### src/rtl/mc_controller_pkg.sv
// Purpose : shared types and constants for the multicycle RISC-V control unit.
// Latency : n/a (package only).
// Backpressure: n/a. Holds the state enum, ALUControl / ImmSrc codes, mux selects and opcodes.
package mc_ctrl_pkg;

  // Encoding order is visible on the State debug output; keep it stable.
  typedef enum logic [3:0] {
    S_FETCH    = 4'd0,
    S_DECODE   = 4'd1,
    S_MEMADR   = 4'd2,
    S_MEMREAD  = 4'd3,
    S_MEMWB    = 4'd4,
    S_MEMWRITE = 4'd5,
    S_EXECUTER = 4'd6,
    S_EXECUTEI = 4'd7,
    S_ALUWB    = 4'd8,
    S_BEQ      = 4'd9,
    S_JAL      = 4'd10,
    S_LUI      = 4'd11
  } state_e;

  // ALUControl codes
  localparam logic [3:0] ALU_ADD   = 4'b0000;
  localparam logic [3:0] ALU_SUB   = 4'b0001;
  localparam logic [3:0] ALU_AND   = 4'b0010;
  localparam logic [3:0] ALU_OR    = 4'b0011;
  localparam logic [3:0] ALU_XOR   = 4'b0100;
  localparam logic [3:0] ALU_SLT   = 4'b0101;
  localparam logic [3:0] ALU_PASSB = 4'b0110;
  localparam logic [3:0] ALU_SLTU  = 4'b0111;
  localparam logic [3:0] ALU_SLL   = 4'b1000;
  localparam logic [3:0] ALU_SRL   = 4'b1001;

  // ImmSrc codes
  localparam logic [2:0] IMM_I = 3'b000;
  localparam logic [2:0] IMM_S = 3'b001;
  localparam logic [2:0] IMM_B = 3'b010;
  localparam logic [2:0] IMM_J = 3'b011;
  localparam logic [2:0] IMM_U = 3'b100;

  // Mux selects
  localparam logic [1:0] SRCA_PC       = 2'b00;
  localparam logic [1:0] SRCA_OLDPC    = 2'b01;
  localparam logic [1:0] SRCA_RS1      = 2'b10;
  localparam logic [1:0] SRCB_RS2      = 2'b00;
  localparam logic [1:0] SRCB_IMM      = 2'b01;
  localparam logic [1:0] SRCB_FOUR     = 2'b10;
  localparam logic [1:0] RES_ALUOUT    = 2'b00;
  localparam logic [1:0] RES_DATA      = 2'b01;
  localparam logic [1:0] RES_ALURESULT = 2'b10;
  localparam logic       ADR_PC        = 1'b0;
  localparam logic       ADR_RESULT    = 1'b1;

  // Opcodes
  localparam logic [6:0] OP_LOAD  = 7'b0000011;
  localparam logic [6:0] OP_STORE = 7'b0100011;
  localparam logic [6:0] OP_RTYPE = 7'b0110011;
  localparam logic [6:0] OP_ITYPE = 7'b0010011;
  localparam logic [6:0] OP_BRNCH = 7'b1100011;
  localparam logic [6:0] OP_JAL   = 7'b1101111;
  localparam logic [6:0] OP_LUI   = 7'b0110111;

  function automatic logic op_is_legal(input logic [6:0] op);
    return (op == OP_LOAD)  || (op == OP_STORE) || (op == OP_RTYPE) ||
           (op == OP_ITYPE) || (op == OP_BRNCH) || (op == OP_JAL)   ||
           (op == OP_LUI);
  endfunction

endpackage

### src/rtl/mc_controller_if.sv
// Purpose : bundle of instruction fields / flags in and control selects out of the controller.
// Latency : n/a (wires only).
// Backpressure: none; master = controller (drives controls), slave = datapath (drives fields).
interface mc_ctrl_if;
  logic [6:0] op;
  logic [2:0] funct3;
  logic       funct7b5;
  logic       Zero;

  logic       PCWrite;
  logic       AdrSrc;
  logic       MemWrite;
  logic       IRWrite;
  logic       RegWrite;
  logic [1:0] ResultSrc;
  logic [1:0] ALUSrcA;
  logic [1:0] ALUSrcB;
  logic [2:0] ImmSrc;
  logic [3:0] ALUControl;
  logic       Illegal;
  logic [3:0] State;

  modport master (
    input  op, funct3, funct7b5, Zero,
    output PCWrite, AdrSrc, MemWrite, IRWrite, RegWrite,
           ResultSrc, ALUSrcA, ALUSrcB, ImmSrc, ALUControl, Illegal, State
  );

  modport slave (
    output op, funct3, funct7b5, Zero,
    input  PCWrite, AdrSrc, MemWrite, IRWrite, RegWrite,
           ResultSrc, ALUSrcA, ALUSrcB, ImmSrc, ALUControl, Illegal, State
  );
endinterface

### src/rtl/mc_controller_alu_dec.sv
// Purpose : funct3/funct7 decode to ALUControl for R-type and I-type ALU ops.
// Latency : combinational.
// Backpressure: none. Ports: i_op5 (op[5]), i_funct3, i_funct7b5 in; o_alu_ctrl out.
module alu_op_decoder
  import mc_ctrl_pkg::*;
(
  input  logic       i_op5,
  input  logic [2:0] i_funct3,
  input  logic       i_funct7b5,
  output logic [3:0] o_alu_ctrl
);

  // op[5] separates R-type from I-type: addi with Instr[30]=1 is still an add.
  logic w_is_sub;
  assign w_is_sub = i_funct7b5 & i_op5;

  always_comb begin
    o_alu_ctrl = ALU_ADD;
    case (i_funct3)
      3'b000:  o_alu_ctrl = w_is_sub ? ALU_SUB : ALU_ADD;
      3'b001:  o_alu_ctrl = ALU_SLL;
      3'b010:  o_alu_ctrl = ALU_SLT;
      3'b011:  o_alu_ctrl = ALU_SLTU;
      3'b100:  o_alu_ctrl = ALU_XOR;
      3'b101:  o_alu_ctrl = ALU_SRL;
      3'b110:  o_alu_ctrl = ALU_OR;
      default: o_alu_ctrl = ALU_AND;
    endcase
  end

endmodule

### src/rtl/mc_controller.sv
// Purpose : multicycle RISC-V Moore control FSM (lw/sw/R/I/beq/bne/jal/lui).
// Latency : 2..5 cycles per instruction; outputs decoded from the registered state.
// Backpressure: none. Ports: clk, reset (sync, active-high), ctrl (mc_ctrl_if.master).
module mc_controller
  import mc_ctrl_pkg::*;
(
  input  logic        clk,
  input  logic        reset,
  mc_ctrl_if.master   ctrl
);

  state_e     r_state;
  logic [3:0] w_alu_dec;

  logic       w_pcwrite, w_adrsrc, w_memwrite, w_irwrite, w_regwrite, w_illegal;
  logic [1:0] w_resultsrc, w_alusrca, w_alusrcb;
  logic [2:0] w_immsrc;
  logic [3:0] w_aluctrl;

  alu_op_decoder u_alu_dec (
    .i_op5      (ctrl.op[5]),
    .i_funct3   (ctrl.funct3),
    .i_funct7b5 (ctrl.funct7b5),
    .o_alu_ctrl (w_alu_dec)
  );

  // State register and transitions.
  always_ff @(posedge clk) begin
    if (reset) begin
      r_state <= S_FETCH;
    end else begin
      case (r_state)
        S_FETCH:  r_state <= S_DECODE;
        S_DECODE: begin
          case (ctrl.op)
            OP_LOAD, OP_STORE: r_state <= S_MEMADR;
            OP_RTYPE:          r_state <= S_EXECUTER;
            OP_ITYPE:          r_state <= S_EXECUTEI;
            OP_BRNCH:          r_state <= S_BEQ;
            OP_JAL:            r_state <= S_JAL;
            OP_LUI:            r_state <= S_LUI;
            default:           r_state <= S_FETCH;
          endcase
        end
        S_MEMADR:   r_state <= ctrl.op[5] ? S_MEMWRITE : S_MEMREAD;
        S_MEMREAD:  r_state <= S_MEMWB;
        S_EXECUTER,
        S_EXECUTEI,
        S_JAL,
        S_LUI:      r_state <= S_ALUWB;
        default:    r_state <= S_FETCH;
      endcase
    end
  end

  // Moore output decode; anything not set for a state stays 0.
  always_comb begin
    w_pcwrite   = 1'b0;
    w_adrsrc    = ADR_PC;
    w_memwrite  = 1'b0;
    w_irwrite   = 1'b0;
    w_regwrite  = 1'b0;
    w_illegal   = 1'b0;
    w_resultsrc = RES_ALUOUT;
    w_alusrca   = SRCA_PC;
    w_alusrcb   = SRCB_RS2;
    w_immsrc    = IMM_I;
    w_aluctrl   = ALU_ADD;
    case (r_state)
      S_FETCH: begin
        w_irwrite   = 1'b1;
        w_pcwrite   = 1'b1;
        w_alusrcb   = SRCB_FOUR;
        w_resultsrc = RES_ALURESULT;
      end
      S_DECODE: begin
        // Branch target precomputed here so BEQ only has to compare.
        w_alusrca = SRCA_OLDPC;
        w_alusrcb = SRCB_IMM;
        w_immsrc  = IMM_B;
        w_illegal = ~op_is_legal(ctrl.op);
      end
      S_MEMADR: begin
        w_alusrca = SRCA_RS1;
        w_alusrcb = SRCB_IMM;
        w_immsrc  = ctrl.op[5] ? IMM_S : IMM_I;
      end
      S_MEMREAD: begin
        w_adrsrc = ADR_RESULT;
      end
      S_MEMWB: begin
        w_resultsrc = RES_DATA;
        w_regwrite  = 1'b1;
      end
      S_MEMWRITE: begin
        w_adrsrc   = ADR_RESULT;
        w_memwrite = 1'b1;
      end
      S_EXECUTER: begin
        w_alusrca = SRCA_RS1;
        w_alusrcb = SRCB_RS2;
        w_aluctrl = w_alu_dec;
      end
      S_EXECUTEI: begin
        w_alusrca = SRCA_RS1;
        w_alusrcb = SRCB_IMM;
        w_aluctrl = w_alu_dec;
      end
      S_ALUWB: begin
        w_regwrite = 1'b1;
      end
      S_BEQ: begin
        w_alusrca = SRCA_RS1;
        w_alusrcb = SRCB_RS2;
        w_aluctrl = ALU_SUB;
        // funct3[0] flips the sense: beq takes on Zero, bne on !Zero.
        w_pcwrite = ctrl.Zero ^ ctrl.funct3[0];
      end
      S_JAL: begin
        w_alusrca = SRCA_OLDPC;
        w_alusrcb = SRCB_FOUR;
        w_pcwrite = 1'b1;
      end
      S_LUI: begin
        w_alusrcb = SRCB_IMM;
        w_immsrc  = IMM_U;
        w_aluctrl = ALU_PASSB;
      end
      default: ;
    endcase
  end

  // Reset holds FETCH, but its write strobes must stay quiet until reset drops.
  assign ctrl.PCWrite    = w_pcwrite  & ~reset;
  assign ctrl.IRWrite    = w_irwrite  & ~reset;
  assign ctrl.RegWrite   = w_regwrite & ~reset;
  assign ctrl.MemWrite   = w_memwrite & ~reset;
  assign ctrl.Illegal    = w_illegal  & ~reset;
  assign ctrl.AdrSrc     = w_adrsrc;
  assign ctrl.ResultSrc  = w_resultsrc;
  assign ctrl.ALUSrcA    = w_alusrca;
  assign ctrl.ALUSrcB    = w_alusrcb;
  assign ctrl.ImmSrc     = w_immsrc;
  assign ctrl.ALUControl = w_aluctrl;
  assign ctrl.State      = r_state;

endmodule

### src/flat_wrapper.sv
// flat-port wrapper written by rule: the top's interface ports become plain ports
module mc_controller_flat import mc_ctrl_pkg::*;
  (clk, reset, ctrl_op, ctrl_funct3, ctrl_funct7b5, ctrl_Zero, ctrl_PCWrite, ctrl_AdrSrc, ctrl_MemWrite, ctrl_IRWrite, ctrl_RegWrite, ctrl_ResultSrc, ctrl_ALUSrcA, ctrl_ALUSrcB, ctrl_ImmSrc, ctrl_ALUControl, ctrl_Illegal, ctrl_State);
  mc_ctrl_if ctrl_i ();
  input  logic clk;
  input  logic reset;
  input wire logic [$bits(ctrl_i.op)-1:0] ctrl_op;
  input wire logic [$bits(ctrl_i.funct3)-1:0] ctrl_funct3;
  input wire logic [$bits(ctrl_i.funct7b5)-1:0] ctrl_funct7b5;
  input wire logic [$bits(ctrl_i.Zero)-1:0] ctrl_Zero;
  output wire logic [$bits(ctrl_i.PCWrite)-1:0] ctrl_PCWrite;
  output wire logic [$bits(ctrl_i.AdrSrc)-1:0] ctrl_AdrSrc;
  output wire logic [$bits(ctrl_i.MemWrite)-1:0] ctrl_MemWrite;
  output wire logic [$bits(ctrl_i.IRWrite)-1:0] ctrl_IRWrite;
  output wire logic [$bits(ctrl_i.RegWrite)-1:0] ctrl_RegWrite;
  output wire logic [$bits(ctrl_i.ResultSrc)-1:0] ctrl_ResultSrc;
  output wire logic [$bits(ctrl_i.ALUSrcA)-1:0] ctrl_ALUSrcA;
  output wire logic [$bits(ctrl_i.ALUSrcB)-1:0] ctrl_ALUSrcB;
  output wire logic [$bits(ctrl_i.ImmSrc)-1:0] ctrl_ImmSrc;
  output wire logic [$bits(ctrl_i.ALUControl)-1:0] ctrl_ALUControl;
  output wire logic [$bits(ctrl_i.Illegal)-1:0] ctrl_Illegal;
  output wire logic [$bits(ctrl_i.State)-1:0] ctrl_State;
  assign ctrl_i.op = ctrl_op;
  assign ctrl_i.funct3 = ctrl_funct3;
  assign ctrl_i.funct7b5 = ctrl_funct7b5;
  assign ctrl_i.Zero = ctrl_Zero;
  assign ctrl_PCWrite = ctrl_i.PCWrite;
  assign ctrl_AdrSrc = ctrl_i.AdrSrc;
  assign ctrl_MemWrite = ctrl_i.MemWrite;
  assign ctrl_IRWrite = ctrl_i.IRWrite;
  assign ctrl_RegWrite = ctrl_i.RegWrite;
  assign ctrl_ResultSrc = ctrl_i.ResultSrc;
  assign ctrl_ALUSrcA = ctrl_i.ALUSrcA;
  assign ctrl_ALUSrcB = ctrl_i.ALUSrcB;
  assign ctrl_ImmSrc = ctrl_i.ImmSrc;
  assign ctrl_ALUControl = ctrl_i.ALUControl;
  assign ctrl_Illegal = ctrl_i.Illegal;
  assign ctrl_State = ctrl_i.State;
  mc_controller u_core (.clk(clk), .reset(reset), .ctrl(ctrl_i));
endmodule
### config.mk
export PLATFORM = sky130hd
export DESIGN_NAME = mc_controller_flat
export DESIGN_NICKNAME = d
export VERILOG_FILES = /design/src/rtl/mc_controller_pkg.sv /design/src/rtl/mc_controller_if.sv /design/src/rtl/mc_controller_alu_dec.sv /design/src/rtl/mc_controller.sv /design/src/flat_wrapper.sv
export SDC_FILE = /design/constraint.sdc
export NUM_CORES = 1
export LEC_CHECK = 0
export CAP_MARGIN = 20
export CORE_MARGIN = 3
export CORE_UTILIZATION = 33
export CTS_CLUSTER_SIZE = 16
export DETAILED_ROUTE_END_ITERATION = 8
export PLACE_DENSITY_LB_ADDON = 0.12
export SLEW_MARGIN = 20
export SYNTH_ARGS = -nofsm -noshare
export SYNTH_HDL_FRONTEND = slang
export SYNTH_SLANG_ARGS = --single-unit
### constraint.sdc
create_clock -name clk -period 1.86 [get_ports clk]
set_clock_uncertainty 0.05 [all_clocks]
set_input_delay 0.558 -clock clk [delete_from_list [all_inputs] [get_ports clk]]
set_output_delay 0.558 -clock clk [all_outputs]
set_load 0.02 [all_outputs]
==> reports/results.tsv, run 1 <==
stage	metric	value	unit
clocking	cts_root_buffer	clkbuf_4	
floorplan	die_w	49.1	microns
floorplan	top_level_ports	37	
yosys	synthCells	89	
placement	port_buffers	36	
clocking	ctsHtreeMaxLevel	1	
timing	worst_endpoint	ctrl_Illegal	
placement	dp_hpwl	1800	microns
yosys	ys_types	38	
outcome	status	stopped before the end	
yosys	yosys.area.top_type	dfxtp_1	
yosys	synth_top_cell_area_share	0.130	
clocking	cts_sinks	4	
timing	worst-ep-kind	primary output	
floorplan	die_y	49.1	microns
yosys	synth_nets	103	
floorplan	num_rows	14	
yosys	async_reset_ff_frac	0	
yosys	yosysSeqAreaShare	0.130	
yosys	yosysWarnings	0	
yosys	ys.flop_type	dfxtp_1	
placement	dpl_worst_slack	-1.04	ns
yosys	synth_edf_count	0	
yosys	syn_avg_cell_area	6.90	sq um
placement	dpl_cell_area	1220	sq um
clocking	cts_buffers	3	
yosys	synth_area_leaders	dfxtp_1 (13%), nor3_1 (5.7%), nor2_1 (5.5%)	
global_routing	grt_max_degree	14	
outcome	first-error	[ERROR DPL-0038] Utilization greater than 100%, impossible to legalize	
placement	gp_congestion	0.819	
clocking	clockBufferDepth	2	
yosys	syn_area	614	sq um
outcome	last-stage-reached	global routing	
yosys	synth-seq-cells	4	
floorplan	start_util	0.377	
cells by family after synthesis:
kind of cell	after synthesis	share of synthesized area
AO/OA/AOI/OAI	21	0.236
XOR/XNOR	4	0.0570
buffers and inverters	10	0.0713
flip-flops	4	0.130
multiplexers	1	0.0163
AND/OR/NAND/NOR	49	0.489
cells in the mapped netlist (2+ instances only):
cell,n
nor2_1,9
nor3_1,7
buf_2,5
nor2b_1,5
o21ai_0,5
dfxtp_1,4
a211oi_1,3
and3_1,3
inv_1,3
nand2_1,3
nand2b_1,3
nor4_1,3
nor4bb_1,3
a21oi_1,2
a32o_1,2
clkbuf_1,2
nand3_1,2
o31ai_1,2
or3_1,2
xnor2_1,2
xor2_1,2
metrics by stage:
stage | hold WS [ns] | setup TNS [ns] | utilization | cells
floorplan | 0.607 | -0.656 | - | 89
global placement | 0.610 | -11.36 | 0.751 | 171
detailed placement | 0.617 | -11.92 | 0.751 | 171
CTS | 0.597 | -1.59 | 0.899 | 187
timing repair:
action | in CTS
resized for setup | 190
hold buffers | 0
pin swaps | 14
buffers inserted | 13
endpoints found under the setup margin | 24
hold endpoints to repair | 0
cloned | 0
==> run 2, diff against run 1 <==
- CORE_AREA: not set -> 3 3 64 66
- CORE_MARGIN: 3 -> not set
- CORE_UTILIZATION: 33 -> not set
- CTS_CLUSTER_SIZE: 16 -> not set
- DIE_AREA: not set -> 0 0 67 69
- PLACE_DENSITY_LB_ADDON: 0.12 -> 0.15
- clock period: 1.86 -> 2.4 ns (I/O delays scaled with it)
==> run 2 against run 1 <==
Net effect:
- the run now ends clean
- synthesized area unchanged
- synthesized cell count unchanged
==> reports/results.tsv, run 2 <==
stage	metric	value	unit	change
outcome	status	completed		
yosys	synth_nets	103		unchanged
worst_setup_path	timing.rr.start	u_core.ctrl.State[3]		
placement	dpl_cell_area	1230	sq um	+0.31%
route	drc	0		
yosys	synth_area_leaders	dfxtp_1 (13%), nor3_1 (5.7%), nor2_1 (5.5%)		
yosys	yosys.area.top_type	dfxtp_1		
pwr	power_density	312	nW/um^2	
timing	finalCritPeriodShare	0.994		
hold_path	hp-class	flip-flop to flip-flop		
cells_and_area	multi_input_area	546	sq um	
cells_and_area	largest_register_ffs	4		
worst_setup_path	crit_path_cell_trace	buf_6, or3_4, a211oi_2, o31a_1, buf_6		
clocking	ctsHtreeMaxLevel	1		unchanged
timing	slew_headroom	0.753		
timing	setup_violations	0		
worst_setup_path	regToRegSetupSlack	0.93	ns	
worst_setup_path	crit_top_cell	buf_6		
floorplan	die_w	67	microns	+36%
pwr	finalPower	409	uW	
yosys	ys.flop_type	dfxtp_1		
placement	dpl_worst_slack	-0.849	ns	+0.189 ns
hold_path	holdPathStages	2		
global_routing	grt_pass1_vias	932		
floorplan	top_level_ports	37		unchanged
clocking	clockBufferDepth	2		unchanged
yosys	synthCells	89		unchanged
worst_setup_path	r2r-end	u_core.ctrl.State[1]		
cells_and_area	layout_commonest_cell	buf_4		
clocking	clk_pin_slew	0.03	ns	
cells_and_area	postLayoutCoreUtil	0.361		
floorplan	num_rows	22		+8
route	drt_iter0_markers	29		
yosys	synth_edf_count	0		unchanged
global_routing	grt_max_degree	11		
hold_path	hold_end	u_core.ctrl.State[2]		
floorplan	die_y	69	microns	+40%
timing	final.setup.tns	0	ns	
clocking	cts_tree	yes		
timing	rsz0062_at_grt	yes		
worst_setup_path	cp_max_fo	4		
worst_setup_path	path_class	input port to primary output		
timing	fmax	419	MHz	
route	post_drt_wl_per_cell	12.4	microns	
route	ant_nets	0		
placement	port_buffers	36		unchanged
cells_and_area	area_delta_synth_final	114	%	
yosys	async_reset_ff_frac	0		unchanged
yosys	synth_top_cell_area_share	0.130		unchanged
floorplan	core_area	3630	sq um	
worst_setup_path	critPathArrivalTime	1.61	ns	
cells_and_area	final_cell_mix	buf_4 (35), clkbuf_2 (12), nor2_1 (9)		
clocking	cts_sinks	4		unchanged
placement	dp_hpwl	2040	microns	+13%
yosys	yosysSeqAreaShare	0.130		unchanged
global_routing	grt_pass1_wl	4200	microns	
floorplan	start_util	0.169		-0.208
cells_and_area	n_antenna_cell	0		
clocking	clock_latency	0.22	ns	
cells_and_area	area.sequential	81.3	sq um	
cells_and_area	final_area	1310	sq um	
yosys	yosysWarnings	0		unchanged
clocking	cts_root_buffer	clkbuf_8		
worst_setup_path	required	1.63	ns	
worst_setup_path	rr_worst_depth	4		
route	via_per_inst	4.55		
worst_setup_path	slowest_stage	or3_4		
global_routing	grt_use_total	0.113		
clocking	cts_buffers	3		unchanged
yosys	synth_most_common_cell	nor2_1		
timing	slew_viol_final	0		
global_routing	antenna_found_initial	0		
placement	gp_congestion	0.739		-9.7%
timing	finalHoldViolCount	0		
yosys	syn_avg_cell_area	6.90	sq um	unchanged
pwr	ir_worst_vdd	0.0000833	V	
yosys	synth-seq-cells	4		unchanged
global_routing	globalRouteOverflowTotal	0		
route	drt-total-wl	2560	microns	
worst_setup_path	end_kind	primary output		
worst_setup_path	worst_setup_path_start_kind	input port		
timing	worst_pin_slew	0.367	ns	
cells_and_area	fin_nets	174		
hold_path	min_from	u_core.ctrl.State[2]		
yosys	synthTopCellsByCount	nor2_1 (9), nor3_1 (7), buf_2 (5), nor2b_1 (5), o21ai_0 (5)		
route	dr.pass1.iters	4		
worst_setup_path	slowest_delay	0.36	ns	
cells_and_area	nFillCells	426		
floorplan	dieArea	4620	sq um	
pwr	p_leak	0.000629	uW	
yosys	ys_types	38		unchanged
flow_run	maxCapViolations	0		
timing	setup_ws	0.0150	ns	
yosys	syn_area	614	sq um	unchanged
route	num_vias	937		
timing	timing.final.crit_period	2.38	ns	
cells_and_area	drive_above_1_share	0.462		
==> run 2: cell counts after synthesis <==
Identical to the previous run, type by type.
==> run 2: worst max-delay path, delay by kind of cell <==
kind,cells,cell delay [ns]
AOI/OAI and AO/OA,2,0.32
buffers and inverters,2,0.21
and+or+nand+nor,1,0.36
==> run 2: final cells by class <==
| class | instances | share of cell area |
|---|---|---|
| Clock buffer | 3 | 0.0315 |
| Timing Repair Buffer | 73 | 0.437 |
| Multi-Input combinational cell | 75 | 0.416 |
| Inverter | 3 | 0.00858 |
| Tap cell | 48 | 0.0458 |
| Sequential cell | 4 | 0.0620 |
==> run 2: worst max path at each step <==
stage	start	to	slack [ns]	depth (start not counted)
floorplan	ctrl_op[5]	ctrl_ALUControl[0]	0.01	4
global placement	reset	ctrl_Illegal	-0.87	5
detailed placement	reset	ctrl_Illegal	-0.85	5
CTS	ctrl_op[1]	ctrl_Illegal	-0.20	5
global route	reset	ctrl_Illegal	-0.009	5
finish	reset	ctrl_Illegal	0.02	5
==> run 2: per-layer routing <==
metal | GRT usage | vias up | share of wire
li1 | - | 482 | -
met1 | 0.149 | 415 | 0.46
met2 | 0.176 | 33 | 0.45
met3 | 0.00977 | 7 | 0.062
met4 | 0.0608 | 0 | 0.025
met5 | 0 | - | 0
==> run 2: per-stage QoR <==
stage               hold WS, ns  cells
floorplan                 0.606     89
global placement          0.580    196
detailed placement        0.558    196
CTS                       0.568    200
global route              0.599    206
finish                    0.572    206
==> run 2: what timing repair did <==
action	CTS	global route
hold buffers	0	0
resized for setup	84	38
gates cloned	0	0
pin swaps	9	10
buffers inserted	1	6
setup endpoints to repair	19	15
==> run 2: cell families after synthesis <==
group           share of synthesized area
compound gates                      0.236
xor+xnor                           0.0570
buf+inv                            0.0713
flops                               0.130
mux                                0.0163
simple gates                        0.489
==> run 2: report_power, final <==
part           total (uW)  internal, uW  switching [uW]
Clock                 144           107            37.3
Combinational         191          98.6            92.6
Sequential           73.4          69.5            3.89
Total                 409           275             134
No activity file was read; power rests on OpenSTA's default activity.
==> run 3, diff against run 2 <==
- CAP_MARGIN: 20 -> not set
==> results of run 3 <==
The final DEF is identical to that of run 2; final timing and power are the same.
